===== src/rtl/frac_clk_gen_pkg.sv =====
// frac_clk_gen_pkg
// Shared definitions for the fractional clock-enable generator: the
// per-channel state encoding and the width helpers used for the lock
// counter and the channel-index port.
package frac_clk_gen_pkg;

  typedef enum logic [1:0] {
    ST_OFF     = 2'd0,
    ST_LOCKING = 2'd1,
    ST_RUN     = 2'd2
  } chan_state_t;

  // Lock counter counts 0 .. cycles-1, so clog2(cycles) bits suffice.
  function automatic int lock_cnt_w(input int cycles);
    return (cycles <= 1) ? 1 : $clog2(cycles);
  endfunction

  function automatic int ch_idx_w(input int nch);
    return (nch <= 1) ? 1 : $clog2(nch);
  endfunction

endpackage


===== src/rtl/frac_clk_gen_chan.sv =====
// frac_clk_chan
// One output channel of the fractional clock-enable generator: phase
// accumulator, settle (lock) counter and the OFF/LOCKING/RUN controller.
//
// Ports
//   clk, rst   : system clock, asynchronous active-high reset
//   cfg_we     : accepted configuration addressed to this channel
//   cfg_inc    : phase increment latched on cfg_we
//   cfg_en     : 1 = start (via LOCKING), 0 = stop
//   ce_out     : registered single-cycle enable, carry-out of the accumulator
//   ready      : registered, 1 only while in RUN
//
// state      | meaning
// -----------+----------------------------------------------------------
// ST_OFF     | stopped; accumulator held, ce_out/ready low
// ST_LOCKING | settling for LOCK_CYCLES edges after a reconfiguration
// ST_RUN     | accumulating; ce_out carries the overflow, ready high
module frac_clk_chan
  import frac_clk_gen_pkg::*;
#(
  parameter int ACC_W       = 24,
  parameter int LOCK_CYCLES = 16
) (
  input  logic             clk,
  input  logic             rst,
  input  logic             cfg_we,
  input  logic [ACC_W-1:0] cfg_inc,
  input  logic             cfg_en,
  output logic             ce_out,
  output logic             ready
);

  localparam int CNT_W = lock_cnt_w(LOCK_CYCLES);
  localparam logic [CNT_W-1:0] LOCK_LAST = CNT_W'(LOCK_CYCLES - 1);

  chan_state_t      state;
  logic [ACC_W-1:0] acc;
  logic [ACC_W-1:0] inc;
  logic [CNT_W-1:0] lock_cnt;
  logic [ACC_W:0]   sum_ext;

  // The extra top bit is the overflow that becomes the enable pulse.
  assign sum_ext = {1'b0, acc} + {1'b0, inc};

  always_ff @(posedge clk or posedge rst) begin
    if (rst) begin
      state    <= ST_OFF;
      acc      <= '0;
      inc      <= '0;
      lock_cnt <= '0;
      ce_out   <= 1'b0;
      ready    <= 1'b0;
    end else if (cfg_we) begin
      // A new configuration restarts the channel from any state.
      inc      <= cfg_inc;
      acc      <= '0;
      lock_cnt <= '0;
      ce_out   <= 1'b0;
      ready    <= 1'b0;
      state    <= cfg_en ? ST_LOCKING : ST_OFF;
    end else begin
      case (state)
        ST_OFF: begin
          ce_out <= 1'b0;
          ready  <= 1'b0;
        end
        ST_LOCKING: begin
          ce_out <= 1'b0;
          // The edge that sees the last count is the LOCK_CYCLES-th one.
          if (lock_cnt == LOCK_LAST) begin
            state <= ST_RUN;
            ready <= 1'b1;
          end else begin
            lock_cnt <= lock_cnt + 1'b1;
            ready    <= 1'b0;
          end
        end
        ST_RUN: begin
          acc    <= sum_ext[ACC_W-1:0];
          ce_out <= sum_ext[ACC_W];
          ready  <= 1'b1;
        end
        default: begin
          state  <= ST_OFF;
          ce_out <= 1'b0;
          ready  <= 1'b0;
        end
      endcase
    end
  end

endmodule


===== src/rtl/frac_clk_gen.sv =====
// frac_clk_gen
// Multi-channel fractional clock-enable generator. Each channel emits
// ce_out pulses at f_clk*inc/2^ACC_W and reports ready once settled.
// This level holds only the configuration handshake and channel decode.
//
// Ports
//   clk, rst   : system clock, asynchronous active-high reset
//   cfg_valid  : configuration request
//   cfg_ready  : low for the single cycle after each acceptance
//   cfg_ch     : target channel; out-of-range indices are accepted and dropped
//   cfg_inc    : phase increment
//   cfg_en     : 1 = run channel, 0 = stop channel
//   ce_out     : per-channel clock-enable pulses
//   ready      : per-channel settled indication
module frac_clk_gen
  import frac_clk_gen_pkg::*;
#(
  parameter int NCH         = 2,
  parameter int ACC_W       = 24,
  parameter int LOCK_CYCLES = 16
) (
  input  logic                      clk,
  input  logic                      rst,
  input  logic                      cfg_valid,
  output logic                      cfg_ready,
  input  logic [ch_idx_w(NCH)-1:0]  cfg_ch,
  input  logic [ACC_W-1:0]          cfg_inc,
  input  logic                      cfg_en,
  output logic [NCH-1:0]            ce_out,
  output logic [NCH-1:0]            ready
);

  logic        accept;
  logic [31:0] ch_ext;

  assign accept = cfg_valid & cfg_ready;
  assign ch_ext = 32'(cfg_ch);

  // Reset holds cfg_ready low; it rises on the first edge after release
  // and drops for exactly one cycle after every acceptance.
  always_ff @(posedge clk or posedge rst) begin
    if (rst) begin
      cfg_ready <= 1'b0;
    end else begin
      cfg_ready <= ~accept;
    end
  end

  // An index >= NCH matches no channel, so it completes the handshake
  // without touching any channel.
  for (genvar i = 0; i < NCH; i++) begin : g_chan
    logic sel;
    assign sel = accept && (ch_ext == 32'(i));

    frac_clk_chan #(
      .ACC_W       (ACC_W),
      .LOCK_CYCLES (LOCK_CYCLES)
    ) u_chan (
      .clk     (clk),
      .rst     (rst),
      .cfg_we  (sel),
      .cfg_inc (cfg_inc),
      .cfg_en  (cfg_en),
      .ce_out  (ce_out[i]),
      .ready   (ready[i])
    );
  end

endmodule


===== config.mk =====
export PLATFORM = sky130hd
export DESIGN_NAME = frac_clk_gen
export DESIGN_NICKNAME = d
export VERILOG_FILES = /design/src/rtl/frac_clk_gen_pkg.sv /design/src/rtl/frac_clk_gen_chan.sv /design/src/rtl/frac_clk_gen.sv
export SDC_FILE = /design/constraint.sdc
export NUM_CORES = 1
export LEC_CHECK = 0
export CORE_MARGIN = 2
export CORE_UTILIZATION = 30
export CTS_BUF_LIST = sky130_fd_sc_hd__clkbuf_4
export DETAILED_ROUTE_END_ITERATION = 8
export PLACE_DENSITY = 0.49
export SLEW_MARGIN = 20
export SYNTH_ARGS = -nofsm -noshare
export SYNTH_HDL_FRONTEND = slang
export SYNTH_HIERARCHICAL = 1
export SYNTH_SLANG_ARGS = --single-unit

===== constraint.sdc =====
create_clock -name clk -period 2.2 [get_ports clk]
set_clock_uncertainty 0.05 [all_clocks]
set_input_delay 0.33 -clock clk [delete_from_list [all_inputs] [get_ports clk]]
set_output_delay 0.33 -clock clk [all_outputs]
set_load 0.05 [all_outputs]

==> results by stage <==
Power and ir drop:
- The power after layout is 5.40 mW.
- Power spread over the standard cell area amounts to 609 nW/um2.
- The share of total power in the clock network is 29.4%.
- Net switching is 31.9% of the power.
- The net switching power of the design is 1.72 mW.
- The power share of the sequential group is 45.2%.
- IR analysis of the VDD net gives a maximum drop of 0.268 mV.
- The share of total power dissipated in combinational logic is 25.3%.
- The internal power of the cells totals 3.68 mW.
- Summed over all cells, the static leakage comes to 3.89 nW.

Floorplan:
- The area of the die is 24200 um2.
- The initial utilization of the core area, before any placement, comes to 30.5%.
- The cell row count is 55.
- Measured along the x axis, the die boundary spans 155 um.
- The floorplan step set the die height to 155 um.
- The count of pins on the block boundary is 34.
- The core region is 22600 um2.

Route:
- The detailed router put a total of 8870 um of wire on met1.
- The detailed-route wire length is 17900 um.
- The detailed router finished its first iteration with 309 violations.
- The detailed-route via count is 5614.
- The highest layer touched by signal routing is met4.
- The remaining number of nets flagged by the antenna check after routing is 0.
- The detailed-routing iteration count for the pre-antenna-repair pass is 4.
- The remaining design rule violation count is 0.
- The met3 layer wire length in the routed design is 516 um.
- The wire length on met2 is 8330 um.
- In the routed layout, each cell is associated on average with a via count of 5.10.
- The average wire per standard cell is 16.3 um.

Synthesis:
- The number of distinct library cell variants in the gate-level netlist after synthesis is 65.
- The net count after synthesis is 776.
- Among all flip-flop cells after synthesis, the most frequent one is sky130_fd_sc_hd__dfrtp_1.
- The share of cell area taken by muxes after synthesis is 11.3%.
- The number of instances in the synthesized netlist is 691.
- The simple logic cell fraction of the synthesized area is 14.7%.
- The synthesized flop and latch total is 113.
- During synthesis, Yosys emitted a total of 6 warnings.
- After Yosys synthesis, full adders, half adders and majority gates account for 10.4% of the synthesized area.
- The average cell area after synthesis is 9.96 um2.
- Summing the areas of all compound-gate instances in the mapped netlist gives 15.7% of the synthesized area.
- The post-synth design cell area is 6880 um2.
- The part of the Yosys area used for sequential elements is 41.1%.
- The xor and xnor area share after synthesis is 4.33%.
- Counting flops with a built-in enable in the synthesized netlist gives 0.
- The largest family of logic cells by synthesized area is compound AO/OA/AOI/OAI gates.
- Of all flip-flops after synthesis, the portion carrying an async set or reset was 100%.

Worst setup path:
- The critical path goes through ha_4 -> fa_2 -> a211oi_4 -> o21ai_2 -> nand2_2 -> o211ai_4 -> a31oi_4 -> or4_1 -> o211ai_1.
- The slowest cell on the critical path is sky130_fd_sc_hd__or4_1.
- Of all nets on the critical path, the largest fanout is 6.
- STA classifies the critical path endpoint as a flip-flop.
- The arrival time at the worst endpoint is 2.78 ns.
- Among cell families on the critical path, the largest total delay comes from compound AO/OA/AOI/OAI gates.
- The data required time of the worst path is 2.60 ns.
- The element type at the critical path start is a flip-flop.
- The worst setup path is of the flip-flop to flip-flop kind.
- In this design, the stage delay of the slowest critical-path cell is 0.43 ns.
- The combined buffer and inverter count along the critical path is 0.

Clock tree:
- Counting along the longest clock path gives a buffer depth of 2.
- For the worst-skew pair, the clock arrives at the later sink with an insertion delay of 0.54 ns.
- CTS built an H-tree with a depth of 4.
- The CTS buffer count is 17.
- The root buffer cell chosen for the clock tree is sky130_fd_sc_hd__clkbuf_4.
- The TritonCTS clock tree is done.
- After clock tree synthesis, the clock-pin slew on the worst setup and hold paths is 0.12 ns.
- The tree built by TritonCTS fans out to 113 sinks.

Global routing:
- The number of antenna violations at the first check in global routing was 1.
- The number of global-route vias before repair is 5661.
- The overall routing resource usage is 15.3%.
- The first global-routing pass estimated 29500 um of wire.
- Summed over all layers, the global routing overflow is 0.
- The pin count of the biggest net entering global routing is 57.

Min path:
- The worst min-delay path category is primary input to flip-flop.

Run status:
- The run finished, with violations left.
- The final reports fail on negative setup slack.

STA:
- Setup total negative slack on the finished layout was measured at -1.23 ns.
- The final hold violation count was 0.
- The shortest clock period the worst path allows after layout is 2.38 ns.
- The share of the clock period used by the worst path is 108%.
- On the final layout, the worst hold slack is 0.305 ns.
- Setup violations remaining at the end of the flow were counted as 16.
- The worst-case setup margin in the final layout is -0.175 ns.
- The achievable clock frequency is 0.421 GHz.
- For the pin with the worst max-slew slack, the measured transition is 0.704 ns.
- Setup repair after global routing could not meet its margin everywhere.
- The count of pins over their slew limit is 0.
- The worst pin sits at a relative slew slack of 52.9%.

Job:
- Across the run, the number of max-cap violations was 0.

Cells and area:
- The footprint of the multi-input gates is 4340 um2.
- The most common cell after layout, fill and taps aside is sky130_fd_sc_hd__dfrtp_1.
- For this run, the post-layout net count is 886.
- Counting the fill cells in the layout gives 2239.
- The layout-stage area growth over the synthesis result is 28.9%.
- The count of cells in the finished layout, fillers not included, comes to 1101.
- The top cell types in the final layout, fill and taps aside, are sky130_fd_sc_hd__dfrtp_1 (113), sky130_fd_sc_hd__buf_4 (77), sky130_fd_sc_hd__nor2_1 (62).
- Across the whole layout, storage elements account for 2830 um2.
- The utilization after layout is 39.3%.
- The post-route netlist has 28.7% of its cells at a drive strength greater than 1.

Place:
- The count of buffers from port buffering is 33.
- Summed over all nets, the half-perimeter wirelength after detailed placement is 13100 um.
- The final RePlAce weighted congestion is 0.873.
- The cell count after placement is 1058.
synth_stat cells (all sizes together) (2+ instances only):
cell type	number	area [um2]
dfrtp	113	2830
nor2	63	239
nand2	58	220
ha	54	676
mux2	48	541
a21oi	44	220
o21ai	42	214
mux2i	24	240
clkbuf	20	75.1
xnor2	20	175
inv	15	56.3
nand2b	15	93.8
a21o	14	108
nand3	14	70.1
xor2	14	123
and3	13	81.3
nand4	13	81.3
a31oi	10	68.8
nor3	10	55.1
a211oi	7	57.6
nor2b	7	43.8
o211ai	6	58.8
o21bai	6	45.0
o22ai	6	37.5
a211o	5	43.8
and2	5	31.3
buf	5	31.3
o21a	5	37.5
or4	4	30.0
a221oi	2	17.5
a32o	2	20.0
a41oi	2	25.0
fa	2	40.0
nand3b	2	15.0
o31ai	2	15.0
or3	2	12.5
metal layers:
layer,up-vias,global-route usage (%)
met3,19,2.98
li1,2737,-
met1,2774,21.0
met4,0,4.50
met2,84,24.7
met5,-,0
logic make-up (layout without fill, tap and decap cells):
| logic type | after synthesis | after routing |
|---|---|---|
| and+or+nand+nor | 211 | 211 |
| AOI/OAI and AO/OA | 165 | 165 |
| DFF | 113 | 113 |
| muxes | 72 | 72 |
| adders and majority gates | 56 | 56 |
| buffers and inverters | 40 | 163 |
| xor gates and xnor gates | 34 | 34 |
| other | 0 | 2 |
final cells by class:
type,instances,share of cell area [%]
clock inverter,13,1.57
multi-input combinational,538,48.9
timing repair buffer,116,11.3
tap,285,4.02
inverter,15,0.635
sequential,113,31.9
clock buffer,19,1.61
antenna,2,0.0564
state kept, by name, indices dropped and copies added (netlist names):
register / flops
g_chan.u_chan/inc: 48
g_chan.u_chan/state: 4
g_chan.u_chan/ce_out: 2
g_chan.u_chan/acc: 48
cfg_ready: 1
g_chan.u_chan/lock_cnt: 8
g_chan.u_chan/ready: 2
stage by stage:
stage	worst slack [ns]	cell area, um2
2_1_floorplan	-0.00574	6890
3_3_place_gp	-0.326	8070
3_5_place_dp	-0.316	8070
4_1_cts	-0.165	8560
5_1_grt	-0.267	8870
6_report	-0.175	8870
timing repair:
| item | in CTS | in global routing |
|---|---|---|
| hold buffers | 1 | 0 |
| setup buffers | 4 | 5 |
| hold endpoints to repair | 1 | 0 |
| pin swaps | 19 | 16 |
| gates resized for setup | 37 | 46 |
| endpoints found under the setup margin | 26 | 30 |
power groups by stage:
stage / sequential, mW / combinational, mW / clock, mW
5_1_grt: 2.47 / 1.52 / 1.75
3_5_place_dp: 2.46 / 1.24 / 0
2_1_floorplan: 2.40 / 0.809 / 0
4_1_cts: 2.43 / 1.29 / 1.66
6_report: 2.44 / 1.37 / 1.59
3_3_place_gp: 2.46 / 1.21 / 0
final timing paths:
path | start | to | slack [ns] | depth (start not counted)
max | g_chan[0].u_chan/inc[0] | g_chan[0].u_chan/acc[22] | -0.18 | 9
min | cfg_valid | cfg_ready | 0.31 | 2
max reg2reg | g_chan[0].u_chan/inc[0] | g_chan[0].u_chan/acc[22] | -0.18 | 9
min reg2reg | cfg_ready | cfg_ready | 0.43 | 1
max in group asynchronous | rst | g_chan[0].u_chan/acc[11] | 1.08 | 4
min in group asynchronous | rst | cfg_ready | 0.52 | 3
Power figures use the tool's default switching activity.
